==> src/rtl/conv_mac3x3.sv <==
// Three-stage 3x3 multiply-accumulate: products, adder tree, channel accumulator.
// Optional macro CONV_RELU_EN clamps negative results on the output register only.
module conv_mac3x3 #(
    parameter int DW    = 8,
    parameter int IN_CH = 8,
    parameter int ACC_W = 24
) (
    input  logic                clk,
    input  logic                rst,
    input  logic                clr,
    input  logic                in_valid,
    input  logic [9*DW-1:0]     win_flat,
    input  logic [9*DW-1:0]     kern_flat,
    output logic [3:0]          ch_idx,
    output logic                out_valid,
    output logic [ACC_W-1:0]    out_data
);

    localparam int PW = 2 * DW;
    localparam int SW = 2 * DW + 4;
    localparam logic [3:0] LAST_CH = 4'(IN_CH - 1);

    logic signed [PW-1:0]    prod_d [9];
    logic signed [PW-1:0]    prod_q [9];
    logic                    v1_q;
    logic signed [SW-1:0]    sum_d;
    logic signed [SW-1:0]    sum_q;
    logic                    v2_q;
    logic signed [ACC_W-1:0] acc_d;
    logic signed [ACC_W-1:0] acc_q;
    logic signed [ACC_W-1:0] emit_d;
    logic [3:0]              ch_cnt_q;
    logic [3:0]              ch_idx_q;
    logic [3:0]              ch_idx_d;
    logic                    out_valid_q;
    logic [ACC_W-1:0]        out_data_q;

    genvar gi;
    generate
        for (gi = 0; gi < 9; gi++) begin : g_mul
            assign prod_d[gi] = $signed(win_flat[gi*DW +: DW]) * $signed(kern_flat[gi*DW +: DW]);
        end
    endgenerate

    always_comb begin
        sum_d = '0;
        for (int i = 0; i < 9; i++) begin
            sum_d = sum_d + SW'(prod_q[i]);
        end
    end

    // First channel of a group overwrites the accumulator instead of adding.
    always_comb begin
        acc_d = (ch_cnt_q == 4'd0) ? ACC_W'(sum_q) : acc_q + ACC_W'(sum_q);
`ifdef CONV_RELU_EN
        emit_d = acc_d[ACC_W-1] ? '0 : acc_d;
`else
        emit_d = acc_d;
`endif
    end

    assign ch_idx_d = (ch_idx_q == LAST_CH) ? 4'd0 : ch_idx_q + 4'd1;

    always_ff @(posedge clk or posedge rst) begin
        if (rst) begin
            for (int i = 0; i < 9; i++) begin
                prod_q[i] <= '0;
            end
            v1_q        <= 1'b0;
            sum_q       <= '0;
            v2_q        <= 1'b0;
            acc_q       <= '0;
            ch_cnt_q    <= '0;
            ch_idx_q    <= '0;
            out_valid_q <= 1'b0;
            out_data_q  <= '0;
        end else if (clr) begin
            // Flush in-flight beats; acc and out_data are intentionally kept.
            v1_q        <= 1'b0;
            v2_q        <= 1'b0;
            ch_cnt_q    <= '0;
            ch_idx_q    <= '0;
            out_valid_q <= 1'b0;
        end else begin
            v1_q        <= in_valid;
            v2_q        <= v1_q;
            out_valid_q <= 1'b0;
            if (in_valid) begin
                for (int i = 0; i < 9; i++) begin
                    prod_q[i] <= prod_d[i];
                end
                ch_idx_q <= ch_idx_d;
            end
            if (v1_q) begin
                sum_q <= sum_d;
            end
            if (v2_q) begin
                acc_q <= acc_d;
                if (ch_cnt_q == LAST_CH) begin
                    ch_cnt_q    <= 4'd0;
                    out_valid_q <= 1'b1;
                    out_data_q  <= emit_d;
                end else begin
                    ch_cnt_q <= ch_cnt_q + 4'd1;
                end
            end
        end
    end

    assign ch_idx    = ch_idx_q;
    assign out_valid = out_valid_q;
    assign out_data  = out_data_q;

endmodule

==> config.mk <==
export PLATFORM = sky130hd
export DESIGN_NAME = conv_mac3x3
export DESIGN_NICKNAME = d
export VERILOG_FILES = /design/src/rtl/conv_mac3x3.sv
export SDC_FILE = /design/constraint.sdc
export NUM_CORES = 2
export LEC_CHECK = 0
export ABC_AREA = 1
export CAP_MARGIN = 30
export CORE_ASPECT_RATIO = 2
export CORE_MARGIN = 2
export CORE_UTILIZATION = 47
export CTS_BUF_LIST = sky130_fd_sc_hd__clkbuf_4 sky130_fd_sc_hd__clkbuf_8 sky130_fd_sc_hd__clkbuf_16
export DETAILED_ROUTE_END_ITERATION = 10
export DONT_BUFFER_PORTS = 1
export PLACE_DENSITY = 0.66
export RECOVER_POWER = 50
export SYNTH_ARGS = -nofsm -noshare
export SYNTH_HDL_FRONTEND = slang
export SYNTH_SLANG_ARGS = --single-unit
==> constraint.sdc <==
create_clock -name clk -period 8.2 [get_ports clk]
set_input_delay 1.23 -clock clk [delete_from_list [all_inputs] [get_ports clk]]
set_output_delay 1.23 -clock clk [all_outputs]
set_load 0.01 [all_outputs]
# Word-level counts from Yosys, hierarchy flattened
# Cells that the tools add are included.
# op_classes
n_mul	9
n_eq_ne	2
n_mux	12
reduce_logical	7
n_bitwise	1
addsub	11
# ops
cell	n
8-bit by 8-bit multiplier with 16-bit output	9
20-bit by 16-bit adder with 20-bit output	4
24-bit by 20-bit adder with 24-bit output	1
24-bit 2-to-1 mux	1
4-bit 2-to-1 mux	6
19-bit by 16-bit adder with 20-bit output	1
18-bit by 16-bit adder with 19-bit output	1
17-bit by 16-bit adder with 18-bit output	1
16-bit by 16-bit adder with 17-bit output	1
4-bit by 1-bit adder with 4-bit output, second input constant	2
4-bit by 3-bit == test with 1-bit output, second input constant	2
2-bit AND reduction	3
1-bit 2-to-1 mux	5
4-bit zero test	1
2-bit nonzero test	2
3-bit AND reduction	1
1-bit NOT	1
# word_totals
regBits	223
inputBits	148
word_cells	59
out_inout_bits	29

# Depth between registers and ports, before layout
# logic_depth
depth_word	8
depth_mapped	22
mapped_depth_nobuf	22

# Worst setup path after synthesis
# OpenSTA, ideal clock, no wires.
# synth_path
path_type	input port to flip-flop
startpoint	input kern_flat[34]
endpoint	register prod_q[77] (netlist bit)
stages	17
path_buffers	1
slack_ps	3240
arrival_ps	4843
cell_sequence	clkbuf_1 > nand2_1 > fa_1 > inv_1 > fa_1 > fa_1 > inv_1 > fa_1 > inv_1 > ha_1 > a21oi_1 > o21ai_0 > a21oi_1 > o21bai_1 > or2_2 > nand3_1 > nand2_1
# synth_via
elab_chain_cells	1
# synth_rtl
item	line_no	rtl
from (decl)	13	input logic [9*DW-1:0] kern_flat,
8-bit by 8-bit multiplier with 16-bit output	41	assign prod_d[gi] = $signed(win_flat[gi*DW +: DW]) * $signed(kern_flat[gi*DW +: DW]);
to (signal, indexed assignment)	90	prod_q[i] <= prod_d[i];
to (decl)	24	logic signed [PW-1:0] prod_q [9];
# No other way between the ends.
# A chain may end at the register's enable or synchronous reset.

# Worst setup path in the final report
# layout_path
startpoint	input in_valid
endpoint	register prod_q[87] (netlist bit)
# layout_via
elab_chain_cells	1
# layout_rtl
item	line_no	rtl
from (decl)	11	input logic in_valid,
2-bit AND reduction (no source line)	-	
# No other way between the ends.

==> run metrics <==
outcome finished with violations; failing checks capacitance limit, slew limit; Max Cap Viol 3; clock slew at reported path FFs 70 ps; GP Congestion 0.919; endpoint type of the worst setup path flop; Worst-Margin Slew 4430 ps; die area 82000 µm²; Synth top area share 0.327; Post-Synth Simple-Gate Area 0.178; Hold EP prod_q[25]$_DFFE_PP0P_; RSZ-0062 raised after global routing no; Routed WL 94600 µm; Area after DPL 38100 µm²; CTS tree yes; H-tree Lvls 1; Layout Nets 5794; CP startpoint kind input port; Synth Flop Type dfrtp_1; Top Ports 177; ranking of synthesized cells by area fa_1 (33%), dfrtp_1 (15%), inv_1 (14%), nand2_1 (12%), ha_1 (10%); Post-Syn Area 37400 µm²; Die W 203 µm; Post-Synth XOR/XNOR Area 0.0255; largest family of logic cells by synthesized area adder cells; fin. max-slew vios 221; period utilization 0.605; largest area contributor in the netlist fa_1; reg-to-reg startpoint prod_q[98]$_DFFE_PP0P_; Layout area overhead 4.13%; R2R Setup Slk 3690 ps; worst hold-check path type flop to flop; Max-slew headroom -1.97; initial antenna violation count 0; Fin Setup TNS 0 ps; Mapped Cells 4874; CTS sink count 223; Row Count 146; clk buf depth 3; cell area after layout 39000 µm²; drt initial violations 1238; most common cell in the synthesized netlist inv_1; routed via count 28500; first-pass GRT wire length 156000 µm; #FFs+latches synth 223; EDFF count, synth 0; postcts setup bufs 0; syn_nets 5940; Worst EP arrival 5440 ps; crit-path cells inv_1 > nor2_1 > clkbuf_1 > buf_4 > nand3_1 > nand2_1; hold_ws 485 ps; Critical Path Max Stage Delay 2550 ps; final setup violation count 0; IO Port Bufs 0; CTS buffer count 25; reg-to-reg endpoint sum_q[16]$_DFFE_PP0P_; largest net degree at the start of global routing 105; Seq/Total Area, Yosys 0.149; Worst R2R Path Depth 20; grt ovf 0; adder-cell share of the synthesized area 0.430; clock root cell clkbuf_16; CP max-delay cell clkbuf_1; Core Box Area 79100 µm²; drt wl/cell 16.4 µm; crit-path max FO 75; post-synthesis compound-gate area fraction 0.0537; Setup Crit Path Kind input port to flop; Yosys warning total 0; Setup WS post-layout 3240 ps; die height 403 µm; f_max 202 MHz; Async SR Flop Fraction 1.00; Hold Path Origin prod_q[25]$_DFFE_PP0P_; Syn Area/Cell 7.67 µm²; # hold bufs at CTS 0; commonest cells in the netlist inv_1 (1426), nand2_1 (1201), fa_1 (611); vias per inst 4.93; Clock Skews 18.7 ps; CP required 8680 ps; # fillers 7842; mux cell area share after synthesis 0.000535; DRT antenna net count 0; Netlist cell types 40; vias in the first global route 31200; Worst Setup Slack post-DPL 2930 ps; drt pass-1 iters 5; GRT Overall Usage 0.240; Initial Util 0.473; worst skew pair latency 550 ps; Tmin final 4960 ps; final hold violations 0; diode count 0; Hold Path Depth 2; post-DP HPWL 81800 µm; DRC 0; CTS resizes 0; share of post-route cells with drive strength above 1 0.0253
flip-flops by register name, summed over array words and instances (netlist names):
register	flops
sum_q	20
ch_cnt_q	4
out_data	24
v1_q	1
prod_q	144
acc_q	24
out_valid	1
v2_q	1
ch_idx	4
cells in the final DEF (no fill, tap or decap), types with 6 or more instances in the layout:
cell / count
dfrtp_1: 223
inv_2: 6
a31oi_1: 43
nand3_1: 159
fa_1: 611
nor2_2: 6
xor2_1: 56
o21bai_1: 13
nor3_1: 33
xnor2_1: 53
o21ai_1: 12
or2_2: 47
a21oi_1: 106
inv_1: 1425
nand2_1: 1201
clkbuf_16: 25
nor2_1: 142
nand3b_1: 7
nand4_1: 23
o21ai_0: 168
o2111ai_1: 7
ha_1: 307
final cells by class:
cell class                      instances  area [µm²]  share of cell area
Clock buffer                           34         718              0.0184
Clock inverter                          9         155             0.00398
Inverter                             1434        5390               0.138
Multi-Input combinational cell       3035       25700               0.660
Sequential cell                       223        5580               0.143
Tap cell                             1036        1300              0.0333
Timing Repair Buffer                    9        96.3             0.00247
worst max-delay path by stage:
stage	startpoint	to	slack [ps]	cells after the start
floorplan	rst	acc_q[0]$_DFFE_PP0P_	860	1
global placement	kern_flat[63]	prod_q[31]$_DFFE_PP0P_	2930	18
detailed placement	kern_flat[63]	prod_q[29]$_DFFE_PP0P_	2930	17
CTS	kern_flat[63]	prod_q[30]$_DFFE_PP0P_	3500	17
global route	in_valid	prod_q[70]$_DFFE_PP0P_	2920	6
finish	in_valid	prod_q[87]$_DFFE_PP0P_	3240	6
cells by family (layout without fill, tap and decap cells):
group / Yosys count / in the layout
buf+inv: 1616 / 1486
flops: 223 / 223
xor+xnor: 109 / 109
fa+ha+maj: 918 / 918
mux: 2 / 2
simple gates: 1637 / 1637
compound gates: 369 / 369
critical path, delay by kind of cell:
family	cells	cell delay [ps]
buffers and inverters	3	3490
AND/OR/NAND/NOR	3	630
metal layers:
metal  global-route usage  share of wire  vias up
met5                    0              0        -
met1                0.229           0.33    13900
li1                     -              -    13800
met2                0.500           0.59      534
met3               0.0242          0.031      233
met4                0.106          0.050        0
stage by stage:
step	std cells	utilization
2_1_floorplan	4874	-
3_3_place_gp	5735	0.481
3_5_place_dp	5735	0.481
4_1_cts	5778	0.492
5_1_grt	5780	0.492
6_report	5780	0.492
Power is not shown: default switching activity piles up to over one toggle a cycle in this logic, so the estimate is an artifact.
